[src/rtl/piano_pkg.sv]
// Shared definitions for the piano note path: key codes, note-record layout,
// playback FSM states and the default 10 ms tick divider.
package piano_pkg;

    localparam logic [1:0] KEY_NONE = 2'b00;
    localparam logic [1:0] KEY_DO   = 2'b01;
    localparam logic [1:0] KEY_RE   = 2'b10;
    localparam logic [1:0] KEY_MI   = 2'b11;

    localparam int REC_W     = 28;
    localparam int KEY_MSB   = 27;
    localparam int KEY_LSB   = 26;
    localparam int START_MSB = 25;
    localparam int START_LSB = 13;
    localparam int DUR_MSB   = 12;
    localparam int DUR_LSB   = 0;

    // 50 MHz system clock, 10 ms per tick
    localparam int TICK_DIV_DEFAULT = 500000;

    typedef struct packed {
        logic [KEY_MSB:KEY_LSB]     key;
        logic [START_MSB:START_LSB] start;
        logic [DUR_MSB:DUR_LSB]     dur;
    } record_t;

    typedef enum logic [2:0] {
        S_IDLE,
        S_FETCH,
        S_WAIT,
        S_WAIT_START,
        S_PLAY,
        S_NEXT,
        S_FINISH
    } state_t;

    function automatic record_t unpack_record(input logic [REC_W-1:0] q);
        return record_t'(q);
    endfunction

endpackage

[src/rtl/note_player_tick_gen.sv]
// Enable-gated clock divider: counts 0..DIV-1 while enabled and produces a
// one-cycle tick on the wrap. clear restarts the phase from zero.
module tick_gen
    import piano_pkg::*;
#(
    parameter int DIV = TICK_DIV_DEFAULT
) (
    input  logic clock,
    input  logic reset,
    input  logic enable,
    input  logic clear,
    output logic tick
);

    localparam int CNT_W = (DIV > 1) ? $clog2(DIV) : 1;
    localparam logic [CNT_W-1:0] LAST = CNT_W'(DIV - 1);

    logic [CNT_W-1:0] count;

    assign tick = enable && !clear && (count == LAST);

    // NOTE: state registers use non-blocking assignments so every flop samples
    // the pre-edge values of the others, independent of block ordering.
    always_ff @(posedge clock) begin
        if (reset) begin
            count <= '0;
        end else if (clear) begin
            count <= '0;
        end else if (enable) begin
            if (count == LAST) begin
                count <= '0;
            end else begin
                count <= count + 1'b1;
            end
        end
    end

endmodule

[src/rtl/note_player.sv]
// Replays note records from the record RAM, re-timing each note against a
// local 10 ms play clock and driving the 2-bit note code.
module note_player
    import piano_pkg::*;
#(
    parameter int ADDR_W   = 13,
    parameter int TIME_W   = 13,
    parameter int TICK_DIV = TICK_DIV_DEFAULT
) (
    input  logic              clock,
    input  logic              reset,
    input  logic              start,
    input  logic              stop,
    input  logic [ADDR_W-1:0] num_records,
    output logic [ADDR_W-1:0] rd_addr,
    input  logic [27:0]       rd_data,
    output logic [1:0]        note,
    output logic              busy,
    output logic              done,
    output logic [TIME_W-1:0] play_time
);

    localparam logic [TIME_W-1:0] TIME_MAX = '1;

    state_t            state, state_n;
    logic [ADDR_W-1:0] num_r, num_n;
    logic [ADDR_W-1:0] rd_addr_n;
    logic [1:0]        key_r, key_n;
    logic [TIME_W-1:0] start_r, start_n;
    logic [TIME_W-1:0] dur_r, dur_n;
    logic [TIME_W-1:0] dur_cnt, dur_cnt_n;
    logic [TIME_W-1:0] play_time_n;
    logic [1:0]        note_n;
    logic              busy_n;
    logic              done_n;
    logic              div_clear;
    logic              tick;
    record_t           rec;

    assign rec = unpack_record(rd_data);

    tick_gen #(
        .DIV(TICK_DIV)
    ) u_tick_gen (
        .clock (clock),
        .reset (reset),
        .enable(busy),
        .clear (div_clear),
        .tick  (tick)
    );

    // NOTE: every signal written here gets a default first so no path through
    // the case statement leaves one unassigned, which would infer a latch.
    always_comb begin
        state_n     = state;
        num_n       = num_r;
        rd_addr_n   = rd_addr;
        key_n       = key_r;
        start_n     = start_r;
        dur_n       = dur_r;
        dur_cnt_n   = dur_cnt;
        note_n      = note;
        busy_n      = busy;
        done_n      = 1'b0;
        div_clear   = 1'b0;
        play_time_n = play_time;

        if (tick && (play_time != TIME_MAX)) begin
            play_time_n = play_time + 1'b1;
        end

        case (state)
            S_IDLE: begin
                if (start && !stop) begin
                    num_n       = num_records;
                    play_time_n = '0;
                    div_clear   = 1'b1;
                    rd_addr_n   = '0;
                    busy_n      = 1'b1;
                    note_n      = KEY_NONE;
                    state_n     = (num_records == '0) ? S_FINISH : S_FETCH;
                end
            end
            S_FETCH: begin
                state_n = S_WAIT;
            end
            S_WAIT: begin
                key_n   = rec.key;
                start_n = TIME_W'(rec.start);
                dur_n   = TIME_W'(rec.dur);
                // Rests and empty records are skipped without touching note
                if ((rec.key == KEY_NONE) || (rec.dur == '0)) begin
                    state_n = S_NEXT;
                end else begin
                    state_n = S_WAIT_START;
                end
            end
            S_WAIT_START: begin
                note_n = KEY_NONE;
                if (play_time >= start_r) begin
                    state_n   = S_PLAY;
                    dur_cnt_n = dur_r;
                    note_n    = key_r;
                end
            end
            S_PLAY: begin
                note_n = key_r;
                if (tick) begin
                    if (dur_cnt <= TIME_W'(1)) begin
                        dur_cnt_n = '0;
                        note_n    = KEY_NONE;
                        state_n   = S_NEXT;
                    end else begin
                        dur_cnt_n = dur_cnt - 1'b1;
                    end
                end
            end
            S_NEXT: begin
                if (rd_addr == (num_r - ADDR_W'(1))) begin
                    state_n = S_FINISH;
                end else begin
                    rd_addr_n = rd_addr + 1'b1;
                    state_n   = S_FETCH;
                end
            end
            S_FINISH: begin
                done_n  = 1'b1;
                busy_n  = 1'b0;
                note_n  = KEY_NONE;
                state_n = S_IDLE;
            end
            default: begin
                state_n = S_IDLE;
            end
        endcase

        // Abort outranks everything except reset; it never produces done
        if (stop && (state != S_IDLE)) begin
            state_n = S_IDLE;
            note_n  = KEY_NONE;
            busy_n  = 1'b0;
            done_n  = 1'b0;
        end
    end

    // NOTE: reset is synchronous, so it lives inside the clocked branch and
    // overrides whatever the next-state logic computed for this cycle.
    always_ff @(posedge clock) begin
        if (reset) begin
            state     <= S_IDLE;
            num_r     <= '0;
            rd_addr   <= '0;
            key_r     <= KEY_NONE;
            start_r   <= '0;
            dur_r     <= '0;
            dur_cnt   <= '0;
            note      <= KEY_NONE;
            busy      <= 1'b0;
            done      <= 1'b0;
            play_time <= '0;
        end else begin
            state     <= state_n;
            num_r     <= num_n;
            rd_addr   <= rd_addr_n;
            key_r     <= key_n;
            start_r   <= start_n;
            dur_r     <= dur_n;
            dur_cnt   <= dur_cnt_n;
            note      <= note_n;
            busy      <= busy_n;
            done      <= done_n;
            play_time <= play_time_n;
        end
    end

endmodule

[config.mk]
export PLATFORM = sky130hd
export DESIGN_NAME = note_player
export DESIGN_NICKNAME = d
export VERILOG_FILES = /design/src/rtl/piano_pkg.sv /design/src/rtl/note_player_tick_gen.sv /design/src/rtl/note_player.sv
export SDC_FILE = /design/constraint.sdc
export NUM_CORES = 1
export LEC_CHECK = 0
export ABC_AREA = 1
export CORE_MARGIN = 2
export CORE_UTILIZATION = 56
export DETAILED_ROUTE_END_ITERATION = 7
export PLACE_DENSITY = 0.87
export SYNTH_ARGS = -nofsm -noshare
export SYNTH_HDL_FRONTEND = slang
export SYNTH_SLANG_ARGS = --single-unit
[constraint.sdc]
create_clock -name clock -period 2.2 [get_ports clock]
set_input_delay 0.33 -clock clock [delete_from_list [all_inputs] [get_ports clock]]
set_output_delay 0.33 -clock clock [all_outputs]
set_load 0.01 [all_outputs]
==> results of run 1 <==
path summary, 6_finish.rpt:
kind / end
max reg2reg: dur_cnt[12]
min reg2reg: start_r[4]
min: start_r[4]
max: dur_cnt[12]
routing by layer:
layer	routed length, um	vias up
li1	-	3049
met1	6770	2693
met2	6520	164
met3	645	30
met4	330	0
met5	0	-
cell type report:
type	count	area, um2	share of cell area (%)
sequential	106	2120	29.6
timing repair buffer	95	911	12.7
inverter	106	400	5.58
multi-input combinational	651	3380	47.1
tap	136	170	2.37
clock inverter	7	62.6	0.872
clock buffer	9	124	1.73
cells in the final DEF, fill, tap and decap left out, types with 4 or more instances in the layout:
master / instances
nor2_1: 158
ha_1: 19
xor2_1: 39
buf_4: 20
nand3b_1: 4
a22oi_1: 9
nand3_1: 50
nor4_1: 11
o21ai_0: 58
clkbuf_8: 9
xnor2_1: 9
nand4_1: 21
a21oi_1: 58
inv_1: 103
nor2_2: 9
dfxtp_1: 104
clkdlybuf4s50_1: 74
nor3_1: 11
nand2_1: 164
worst reg2reg max path, delay by kind of cell (launching register included):
| kind | cells | cell delay (ns) |
|---|---|---|
| AOI/OAI and AO/OA | 3 | 0.35 |
| adders and majority gates | 1 | 0.28 |
| buffers and inverters | 2 | 0.25 |
| DFF | 1 | 0.45 |
| and+or+nand+nor | 6 | 0.54 |
Yosys cell counts, types with 4 or more instances:
| cell | count | area [um2] |
|---|---|---|
| ha_1 | 19 | 238 |
| nor3_1 | 12 | 60.1 |
| xor2_1 | 39 | 342 |
| inv_1 | 103 | 387 |
| nand3b_1 | 4 | 30.0 |
| nor2_1 | 159 | 597 |
| dfxtp_1 | 106 | 2120 |
| xnor2_1 | 9 | 78.8 |
| nand2_1 | 164 | 616 |
| a22oi_1 | 9 | 67.6 |
| nor2_2 | 8 | 50.1 |
| nor4_1 | 11 | 68.8 |
| o21ai_0 | 58 | 290 |
| buf_2 | 9 | 45.0 |
| nand3_1 | 50 | 250 |
| nand4_1 | 21 | 131 |
| a21oi_1 | 58 | 290 |
| clkbuf_1 | 15 | 56.3 |
per-stage QoR:
| stage | total power [uW] | cell area, um2 | setup WS, ns |
|---|---|---|---|
| 2_1_floorplan | 4710 | 6010 | 0.262 |
| 3_5_place_dp | 5400 | 6920 | 0.0454 |
| 5_1_grt | 7140 | 7170 | 0.00927 |
| 6_report | 6590 | 7170 | 0.208 |
| 4_1_cts | 6550 | 7110 | 0.0932 |
| 3_3_place_gp | 5310 | 6920 | 0.157 |
report_power, final:
group | internal (uW) | leakage (uW) | switching [uW]
clock | 431 | 0.0000855 | 710
combinational | 1120 | 0.00193 | 1870
sequential | 2230 | 0.000861 | 230
total | 3780 | 0.00288 | 2810
what timing repair did:
item,in CTS,in global routing
hold endpoints to repair,0,0
setup buffers,0,3
endpoints found under the setup margin,0,15
gates resized for setup,0,7
sequential cells by signal (all words and copies together), names as in the netlist:
signal            cells
dur_r                13
rd_addr              13
start_r              13
num_r                13
state                 3
note                  2
u_tick_gen.count     19
key_r                 2
dur_cnt              13
done                  1
play_time            13
busy                  1
logic make-up (layout without fill, tap and decap cells):
group                    after synthesis  in the layout  share of synthesized area, %
buffers and inverters                134            217                          8.97
XOR/XNOR                              48             48                          6.99
AO/OA/AOI/OAI                        139            139                          12.4
AND/OR/NAND/NOR                      445            445                          32.4
flip-flops                           106            106                          35.3
adder cells (fa/ha/maj)               19             19                          3.95
==> run summary, run 1 <==
Core Box Area -> 0.0104 mm2
R2R cell count -> 12
Total gr overflow -> 0
Worst hold path stage count -> 2
Max-slew violation count -> 0
Final TNS setup -> 0 ns
Peak supply drop -> 0.000461 V
Tmin final -> 1.99 ns
Grt met2 use -> 41.4%
Most used routing layer -> met2
Hold_ws -> 0.464 ns
CTS clk-pin slew, worst paths -> 0.11 ns
GPL Wtd Cong -> 0.915
Final hold violation count -> 0
Synth-to-layout area growth -> 19.3%
Slew @ Worst Pin -> 0.575 ns
Number of cells on the critical path -> 12
Status -> finished, final reports clean
Final core occ -> 69.2%
Share of cells above drive strength 1 -> 6.37%
Setup Skew -> 0.0167 ns
Kind of cell adding the most delay to the critical path -> simple AND/OR/NAND/NOR gates
Worst setup EP type -> register
M1 GR Usage -> 33.6%
Number of synthesized flops with an enable pin -> 0
Port Buffers -> 74
Max-Cap Viols -> 0
Antenna Cells -> 0
Layout fillers -> 874
Pleak -> 0.00288 uW
Clk_lat worst skew -> 0.38 ns
Die extent in x -> 108 um
Die area -> 0.0116 mm2
Arr. time, crit path -> 2.25 ns
First-pass GRT wire length -> 24,200 um
Rel. slew slack -> 61.6%
Syn avg cell area -> 6.75 um2
Fin nets -> 1,033
Total wire length -> 14,300 um
CTS sink cnt -> 106
H-tree levels -> 3
CTS buffer count -> 9
Worst endpoint required time -> 2.46 ns
1st-pass router iterations -> 5
R2R Setup Slk -> 0.21 ns
CTS tree -> yes
RSZ-0062 raised after global routing -> false
Final setup fails -> 0
Worst stage delay on the critical path -> 0.45 ns
Crit path buf inv count -> 2
Crit path kind -> register to register
Placed Cells -> 1,091
Syn_nets -> 955
Ys flop type -> dfxtp_1
#FFs+latches synth -> 106
Vias in the first global route -> 5,428
Global router's overall resource usage -> 25.4%
Hold Path Class -> register to register
Crit path max-delay cell type -> dfxtp_1
Startpoint type of the worst setup path -> register
Finished Layout Cells -> 1,110
RR Startpoint -> play_time[3]
Die height -> 108 um
Period Utilization, post-route -> 90.5%
PD cells -> 918 mW/mm2
WL/cell -> 12.8 um
Fmax -> 0.502 GHz
Hold_sp -> start_r[4]
Post-synthesis sequential area ratio -> 35.3%
Io pins -> 75
Rows -> 37
Longest Clk Path Bufs -> 2
DRC -> 0
Antenna violations before repair -> 0
Iteration-0 DRC Markers -> 267
Grt met3 use -> 3.57%
Critical path, cell by cell -> ha_1, nand2_1, inv_1, o21ai_0, nand3_1, nand3_1, nand3_1, o21ai_2, buf_4, nand2_1, nand2_1, a21oi_1
Post-Synthesis Cells -> 891
CP Launch Point -> play_time[3]
Starting Density -> 58.0%
Warnings, synthesis -> 0
Pin count of the biggest net entering global routing -> 46
Vias after detailed routing -> 5,936
CTS hold repair buffers -> 0
Mapped Area -> 0.00601 mm2
HPWL after DPL -> 10,600 um
Routed Antenna Nets -> 0
Drt via density -> 5.35
Post-synth ARST share -> 0%
Clk root buf -> clkbuf_8
Unique masters post-synth -> 42
Crit path max fanout -> 7
Note: power is estimated with default switching activity, not from simulation.
==> run 2: changes to the inputs <==
- HOLD_SLACK_MARGIN: default -> 0.06
==> results of run 2 <==
Final layout, timing and power as in run 1 (identical DEF).
